### config.mk
export PLATFORM = sky130hd
export DESIGN_NAME = seq_detect_param
export DESIGN_NICKNAME = d
export VERILOG_FILES = /design/src/rtl/seq_detect_param.sv
export SDC_FILE = /design/constraint.sdc
export NUM_CORES = 1
export LEC_CHECK = 0
export CAP_MARGIN = 0
export CORE_MARGIN = 2
export CORE_UTILIZATION = 40
export DETAILED_ROUTE_END_ITERATION = 10
export HOLD_SLACK_MARGIN = 0.15
export PLACE_DENSITY = 0.64
export SYNTH_ARGS = -nofsm -noshare
export SYNTH_HDL_FRONTEND = slang
export SYNTH_SLANG_ARGS = --single-unit
### constraint.sdc
create_clock -name Clk -period 3.7 [get_ports Clk]
set_input_delay 0.74 -clock Clk [delete_from_list [all_inputs] [get_ports Clk]]
set_output_delay 0.74 -clock Clk [all_outputs]
set_load 0.01 [all_outputs]
### src/rtl/seq_detect_param.sv
// Runtime-programmable serial sequence detector: matches a 1..MAX_LEN bit pattern
// in the sampled stream `w`, with overlapping or non-overlapping matching.
module seq_detect_param #(
    parameter int MAX_LEN = 8,
    parameter int LEN_W   = 4,
    parameter int CNT_W   = 8
) (
    input  logic               Clk,
    input  logic               Rst,
    input  logic               en,
    input  logic               w,
    input  logic               load,
    input  logic [MAX_LEN-1:0] pattern,
    input  logic [LEN_W-1:0]   len,
    input  logic               overlap,
    input  logic               clr_cnt,
    output logic               z,
    output logic [CNT_W-1:0]   match_cnt,
    output logic               sat,
    output logic               armed
);

    typedef enum logic [1:0] {
        IDLE = 2'd0,
        FILL = 2'd1,
        HUNT = 2'd2
    } state_t;

    localparam logic [LEN_W-1:0] MAX_L   = LEN_W'(MAX_LEN);
    localparam logic [LEN_W:0]   MAX_L_X = (LEN_W+1)'(MAX_LEN);

    state_t             state;
    state_t             state_n;
    logic [MAX_LEN-1:0] cfg_pat;
    logic [LEN_W-1:0]   cfg_len;
    logic               cfg_ovl;
    logic [MAX_LEN-1:0] hist;
    logic [LEN_W-1:0]   fill;

    logic [MAX_LEN:0]   hist_ext;
    logic [MAX_LEN-1:0] hist_n;
    logic [MAX_LEN-1:0] mask;
    logic [LEN_W:0]     fill_p1;
    logic [LEN_W-1:0]   fill_n;
    logic [LEN_W-1:0]   len_clamped;
    logic               sample;
    logic               match;

    // NOTE: every signal written in always_comb gets a default first, so no path
    // through the block leaves it unassigned and no latch is inferred.
    always_comb begin
        hist_ext    = {hist, w};
        hist_n      = hist_ext[MAX_LEN-1:0];
        sample      = en && !load;
        fill_p1     = {1'b0, fill} + (LEN_W+1)'(1);
        len_clamped = (len > MAX_L) ? MAX_L : len;

        mask = '0;
        for (int i = 0; i < MAX_LEN; i++) begin
            mask[i] = (LEN_W'(i) < cfg_len);
        end

        // fill+1 counts the bit being sampled right now
        match = sample && (state != IDLE)
             && (fill_p1 >= {1'b0, cfg_len})
             && (((hist_n ^ cfg_pat) & mask) == '0);

        fill_n = fill;
        if (sample) begin
            if (match && !cfg_ovl) begin
                fill_n = '0;
            end else if (fill_p1 >= MAX_L_X) begin
                fill_n = MAX_L;
            end else begin
                fill_n = fill_p1[LEN_W-1:0];
            end
        end

        state_n = state;
        if (load) begin
            state_n = (len_clamped == '0) ? IDLE : FILL;
        end else if (sample) begin
            case (state)
                IDLE:    state_n = IDLE;
                FILL:    state_n = (fill_n >= cfg_len) ? HUNT : FILL;
                HUNT:    state_n = (fill_n >= cfg_len) ? HUNT : FILL;
                default: state_n = IDLE;
            endcase
        end
    end

    // NOTE: sequential state uses non-blocking assignments only, so every
    // register samples the pre-edge values regardless of statement order.
    always_ff @(posedge Clk or posedge Rst) begin
        if (Rst) begin
            // NOTE: the history register is small flop storage, not a RAM, and
            // must read as zero after reset, so it is reset like the rest.
            hist      <= '0;
            fill      <= '0;
            cfg_pat   <= '0;
            cfg_len   <= '0;
            cfg_ovl   <= 1'b0;
            state     <= IDLE;
            armed     <= 1'b0;
            z         <= 1'b0;
            match_cnt <= '0;
            sat       <= 1'b0;
        end else begin
            if (load) begin
                cfg_pat <= pattern;
                cfg_len <= len_clamped;
                cfg_ovl <= overlap;
                hist    <= '0;
                fill    <= '0;
            end else if (en) begin
                hist <= hist_n;
                fill <= fill_n;
            end

            state <= state_n;
            armed <= (state_n == HUNT);
            z     <= match;

            // a clear coinciding with a match counts that match
            if (match) begin
                if (clr_cnt) begin
                    match_cnt <= CNT_W'(1);
                    sat       <= 1'b0;
                end else if (&match_cnt) begin
                    sat <= 1'b1;
                end else begin
                    match_cnt <= match_cnt + CNT_W'(1);
                end
            end else if (clr_cnt) begin
                match_cnt <= '0;
                sat       <= 1'b0;
            end
        end
    end

endmodule

## Word level (Yosys, flattened, before mapping)

Index checks and enable logic that the tools add are counted.

| word-level totals | value |
|---|---|
| register bits | 37 |
| input bits | 19 |
| output and inout bits | 11 |
| logic and storage cells | 68 |

| cells by class | value |
|---|---|
| $add $sub $neg | 2 |
| order comparisons | 12 |
| equality and inequality tests | 4 |
| muxes and demuxes | 21 |
| bitwise logic cells | 2 |
| reductions and logical operators | 17 |

Operator list:

| cell | count |
|---|---|
| 2-to-1 mux 8 bit | 4 |
| 2-to-1 mux 4 bit | 6 |
| less-than comparator 3 x 4 -> 1 bit, first input constant | 4 |
| 2-to-1 mux 7 bit | 2 |
| adder 8 x 1 -> 8 bit, second input constant | 1 |
| bitwise AND 8 bit | 1 |
| zero test 8 bit | 1 |
| less-than comparator 1 x 4 -> 1 bit, first input constant | 2 |
| less-than comparator 2 x 4 -> 1 bit, first input constant | 2 |
| 2-to-1 mux 2 bit | 4 |
| AND reduction 8 bit | 1 |
| nonzero test 2 bit | 4 |
| XOR 8 bit | 1 |
| adder 4 x 1 -> 5 bit, second input constant | 1 |
| greater-or-equal comparator 5 x 4 -> 1 bit | 1 |
| greater-or-equal comparator 5 x 4 -> 1 bit, second input constant | 1 |
| logical AND 1 bit | 5 |
| 2-to-1 mux 1 bit | 5 |
| equality test 2 bit, second input constant | 2 |
| greater-or-equal comparator 4 bit | 1 |
| greater-than comparator 4 bit, second input constant | 1 |
| zero test 4 bit | 1 |
| AND reduction 2 bit | 2 |
| equality test 2 x 1 -> 1 bit, second input constant | 1 |
| 3 further kinds | 4 |

## Longest topological paths before layout

Gate-level depths: netlist (run 1).

| depth | value |
|---|---|
| depth after elaboration | 14 |
| gate-level depth with buffers | 17 |
| depth with buffers taken out | 16 |

## Worst setup path before layout (run 1)

Ideal clock, no wire load.

| timing path | value |
|---|---|
| kind | register to register |
| from | reg fill[0] |
| to | reg armed |
| library setup time | 118 ps |
| arrival time | 3160 ps |
| slack | 422 ps |
| stages on the path, launching flop included | 18 |
| clock period less this slack | 3278 ps |
| path through | dfrtp_1 ha_1 xnor2_1 inv_1 ha_1 o21ai_0 o21ai_1 nand3_2 buf_2 nor2_4 a2bb2oi_1 ha_1 nand2b_1 a21o_1 a21o_1 a211oi_1 a221o_1 nor2b_1 |

| on the way | value |
|---|---|
| cells in the longest elaborated chain, start to end | 13 |
| elaborated cells between the ends (all ways) | 15 |
| those cells by class | 1 x add/sub; 3 x order compare; 1 x eq/ne; 7 x mux; 3 x reduce/logical |

RTL lines:

| what | line | source |
|---|---|---|
| start, declared | 38 | `logic [LEN_W-1:0] fill;` |
| start signal, assigned | 117 | `fill <= fill_n;` |
| adder 4 x 1 -> 5 bit | 55 | `fill_p1 = {1'b0, fill} + (LEN_W+1)'(1);` |
| greater-or-equal comparator 5 x 4 -> 1 bit | 65 | `&& (fill_p1 >= {1'b0, cfg_len})` |
| logical AND 1 bit | 65 |  |
| logical AND 1 bit | 66 | `&& (((hist_n ^ cfg_pat) & mask) == '0);` |
| logical AND 1 bit | 70 | `if (match && !cfg_ovl) begin` |
| 2-to-1 mux 4 bit | 70 |  |
| 2-to-1 mux 4 bit (*) | 69 | `if (sample) begin` |
| greater-or-equal comparator 4 bit (*) | 85, 86 |  |
| 2-to-1 mux 2 bit (*) | 85, 86 |  |
| 2-to-1 mux 2 bit (*) | -- |  |
| 2-to-1 mux 2 bit (*) | 82 | `end else if (sample) begin` |
| 2-to-1 mux 2 bit (*) | 80 | `if (load) begin` |
| named net state_n[0] | 33 | `state_t state_n;` |
| equality test 2 bit (*) | 121 | `armed <= (state_n == HUNT);` |
| end signal, assigned | 121 |  |
| end, declared | 20 | `output logic armed` |

The timed path passes the listed nets; every way through them passes the cells marked *.
A chain may end at the register's enable or synchronous reset.

## Worst setup path in the final report (run 1)

Ends and elaborated chain as after synthesis.

==> key figures, run 1 <==
Placement
  • Dpl cells: 290
  • DPL Wire Length: 3010 µm
  • # port buffers: 29
  • Worst slack at placement: about 0.17 ns
  • GPL Wtd Cong: ~0.83

Global route
  • Vias in the first global route: 1415
  • First-pass GRT wire length: about 6700 µm
  • Global router's overall resource usage: 15.6%
  • Initial antenna violation count: 0
  • Largest net degree at the start of global routing: 31
  • Total grt overflow: 0

Detailed routing
  • Drt wl/cell: roughly 13 µm
  • DRC: 0
  • Detailed route wirelength on metal2: about 1900 µm
  • Routed WL: 3990 µm
  • DRT Pass-1 Iters: 4
  • First DRT Iteration DRCs: 97
  • Metal-1 WL: 1960 µm
  • Vias/cell: 5.30
  • DR top layer: met4
  • DRT antenna net count: 0
  • Met3 Routed Length: ~130 µm
  • Vias: 1575

Finish
  • Fin nets: 260
  • Layout cells sized above 1: 11.7%
  • Fin util: 52.0%
  • Fin cells: 297
  • Ant. Diodes: 0
  • Area growth from synthesis to layout: 23.6%
  • Fillers: 481

Timing
  • Slew @ Worst Pin: 0.731 ns
  • Worst slew margin relative to its limit: 51.2%
  • Final Hold Fails: 0
  • Setup TNS: 0 ns
  • Slew Limit Fails: 0
  • Clock Skews: around 0.0044 ns
  • RSZ-0062 raised after global routing: no
  • Setup violators final: 0
  • Post-route setup slack: 0.297 ns
  • Tcrit/Tclk final: 92.0%
  • Crit path time final: ~3.4 ns
  • Fmax: 294 MHz

Logic synthesis
  • Asr flop ratio synth: between 90% and 100%
  • Post-synth EDFFs: 0
  • Main flop type after synthesis: dfrtp_1
  • Top cells by count, synth: dfrtp_1 (37), nand2_1 (15), nor2_1 (12)
  • Top-count cell post-synth: dfrtp_1
  • Synth Cell Area: a little over 0.002 mm²
  • Syn avg cell area: 10.3 µm²
  • Ys Warns: 0
  • Post-synthesis instance total: 196
  • Synth top area cells: dfrtp_1 (46%), ha_1 (6.8%), mux2_2 (5.0%)
  • Yosys cell types: 43
  • FF+latch count, synth: 37
  • Synth area leader: dfrtp_1
  • Yosys top cell area share: 45.7%
  • Register area share after synthesis: 45.7%
  • Synthesized net count: 226

CTS
  • CTS Sinks: 37
  • Clock Root Buffer: clkbuf_8
  • CTS tree: yes
  • CTS Buffer Depth: 2
  • Latest clock arrival within the worst-skew pair: roughly 0.28 ns
  • TritonCTS buffer count: 5
  • Clk pin slew, worst setup/hold paths: 0.07 ns
  • Post-CTS Setup Bufs: 0
  • CTS H-tree lvls: 2

Pwr
  • PwrDens: 342 mW/mm²
  • Leak: 0.00109 µW
  • Peak supply drop: 176 µV

Worst setup path
  • WP data required: 3.88 ns
  • Worst setup EP type: flip-flop
  • Max FO, Critical Path: 8
  • Worst Setup Path Type: reg2reg
  • CP arrival: about 3.6 ns
  • R2r setup slk: 0.30 ns
  • Worst reg-to-reg path cell count: 16
  • CP Launch Type: flip-flop

Flow run
  • Max-cap violations: 0

Hold path
  • Hold Path Class: reg2reg
  • Worst hold path depth: 1

Outcome
  • Status: complete, no violations

Floorplanning
  • Starting density of the core: approximately 42%
  • Row cnt: 25
  • I/O pin cnt: 30
  • Die area: 0.00565 mm²
  • Core area: 0.00482 mm²
  • Chip width: 75.2 µm
  • Chip height: 75.2 µm
kinds of logic (layout without fill, tap and decap cells):
logic type	Yosys count	in the layout	share of synthesized area (%)
compound gates	42	42	14.4
xor+xnor	10	10	4.32
fa+ha+maj	11	11	6.79
buf+inv	18	52	3.40
flops	37	37	45.7
mux	18	18	9.51
simple gates	60	60	15.9
path summary, 6_finish.rpt:
path,startpoint,endpoint
max in group asynchronous,Rst,z
max,fill[0],armed
min in group asynchronous,Rst,cfg_pat[2]
min,cfg_pat[7],cfg_pat[7]
min reg2reg,cfg_pat[7],cfg_pat[7]
max reg2reg,fill[0],armed
metrics by stage:
step,hold WS [ns],instance area (µm²),power (µW)
after floorplan,0.501,2030,536
after global placement,0.512,2410,583
after detailed placement,0.520,2410,584
after CTS,0.536,2500,868
after global routing,0.551,2500,898
final,0.527,2500,856
power by group:
group          switching [µW]  total [µW]  internal [µW]
sequential               18.2         442            424
combinational            64.6         133           68.7
clock                     132         280            148
what timing repair did:
item,CTS,global route
resized for setup,0,1
setup endpoints to repair,0,1
endpoints found under the hold margin,0,0
hold buffers,0,0
critical path: stages (launching register included):
cell and delay [ns]:
dfrtp_1 0.46, ha_1 0.29, xnor2_2 0.20, inv_1 0.07
ha_1 0.27, o21ai_0 0.07, o21ai_1 0.24, nand3_2 0.15
nor2_4 0.21, a2bb2oi_1 0.20, ha_1 0.24, nand2b_1 0.14
a21o_1 0.17, a21o_1 0.18, a211oi_1 0.22, a221o_1 0.15
nor2b_1 0.05
layout make-up:
class                           count  area (µm²)  area share [%]
Sequential cell                    37         926            37.0
Timing Repair Buffer               34         328            13.1
Tap cell                           67        83.8            3.35
Clock buffer                        7        86.3            3.45
Multi-Input combinational cell    141        1040            41.5
Inverter                           11        41.3            1.65
cells in the final DEF (no fill, tap or decap), types with 2 or more instances in the layout:
cell type	count
dfrtp_1	37
clkdlybuf4s50_1	29
nand2_1	15
nor2_1	12
ha_1	11
inv_1	10
mux2_2	9
a21oi_1	8
mux2i_1	8
xnor2_1	6
nand3_1	6
clkbuf_8	6
or4_1	5
buf_4	5
nand2b_1	4
o21ai_1	4
nor3_1	4
nor2b_1	4
a211oi_1	3
o21ai_0	3
xor2_1	3
o41ai_1	3
o22ai_1	3
o31ai_1	3
a21o_1	3
a31oi_1	2
o211a_1	2
nor3_2	2
o32ai_1	2
nand4_1	2
or3_1	2
routing by layer:
metal	track usage (%)	vias to the layer above
li1	-	777
met1	22.5	769
met2	23.7	23
met3	4.02	6
met4	4.09	0
met5	0	-
state kept, by name, summed over array words and instances, names as in the netlist:
name       cells
cfg_pat        8
match_cnt      8
hist           7
cfg_len        4
fill           4
state          2
armed          1
cfg_ovl        1
sat            1
z              1
Power figures use the tool's default switching activity.
==> run 2: changes to the inputs <==
- ABC_AREA: unset -> 0
==> results of run 2 <==
No change in the layout: final DEF, timing and power equal those of run 1.
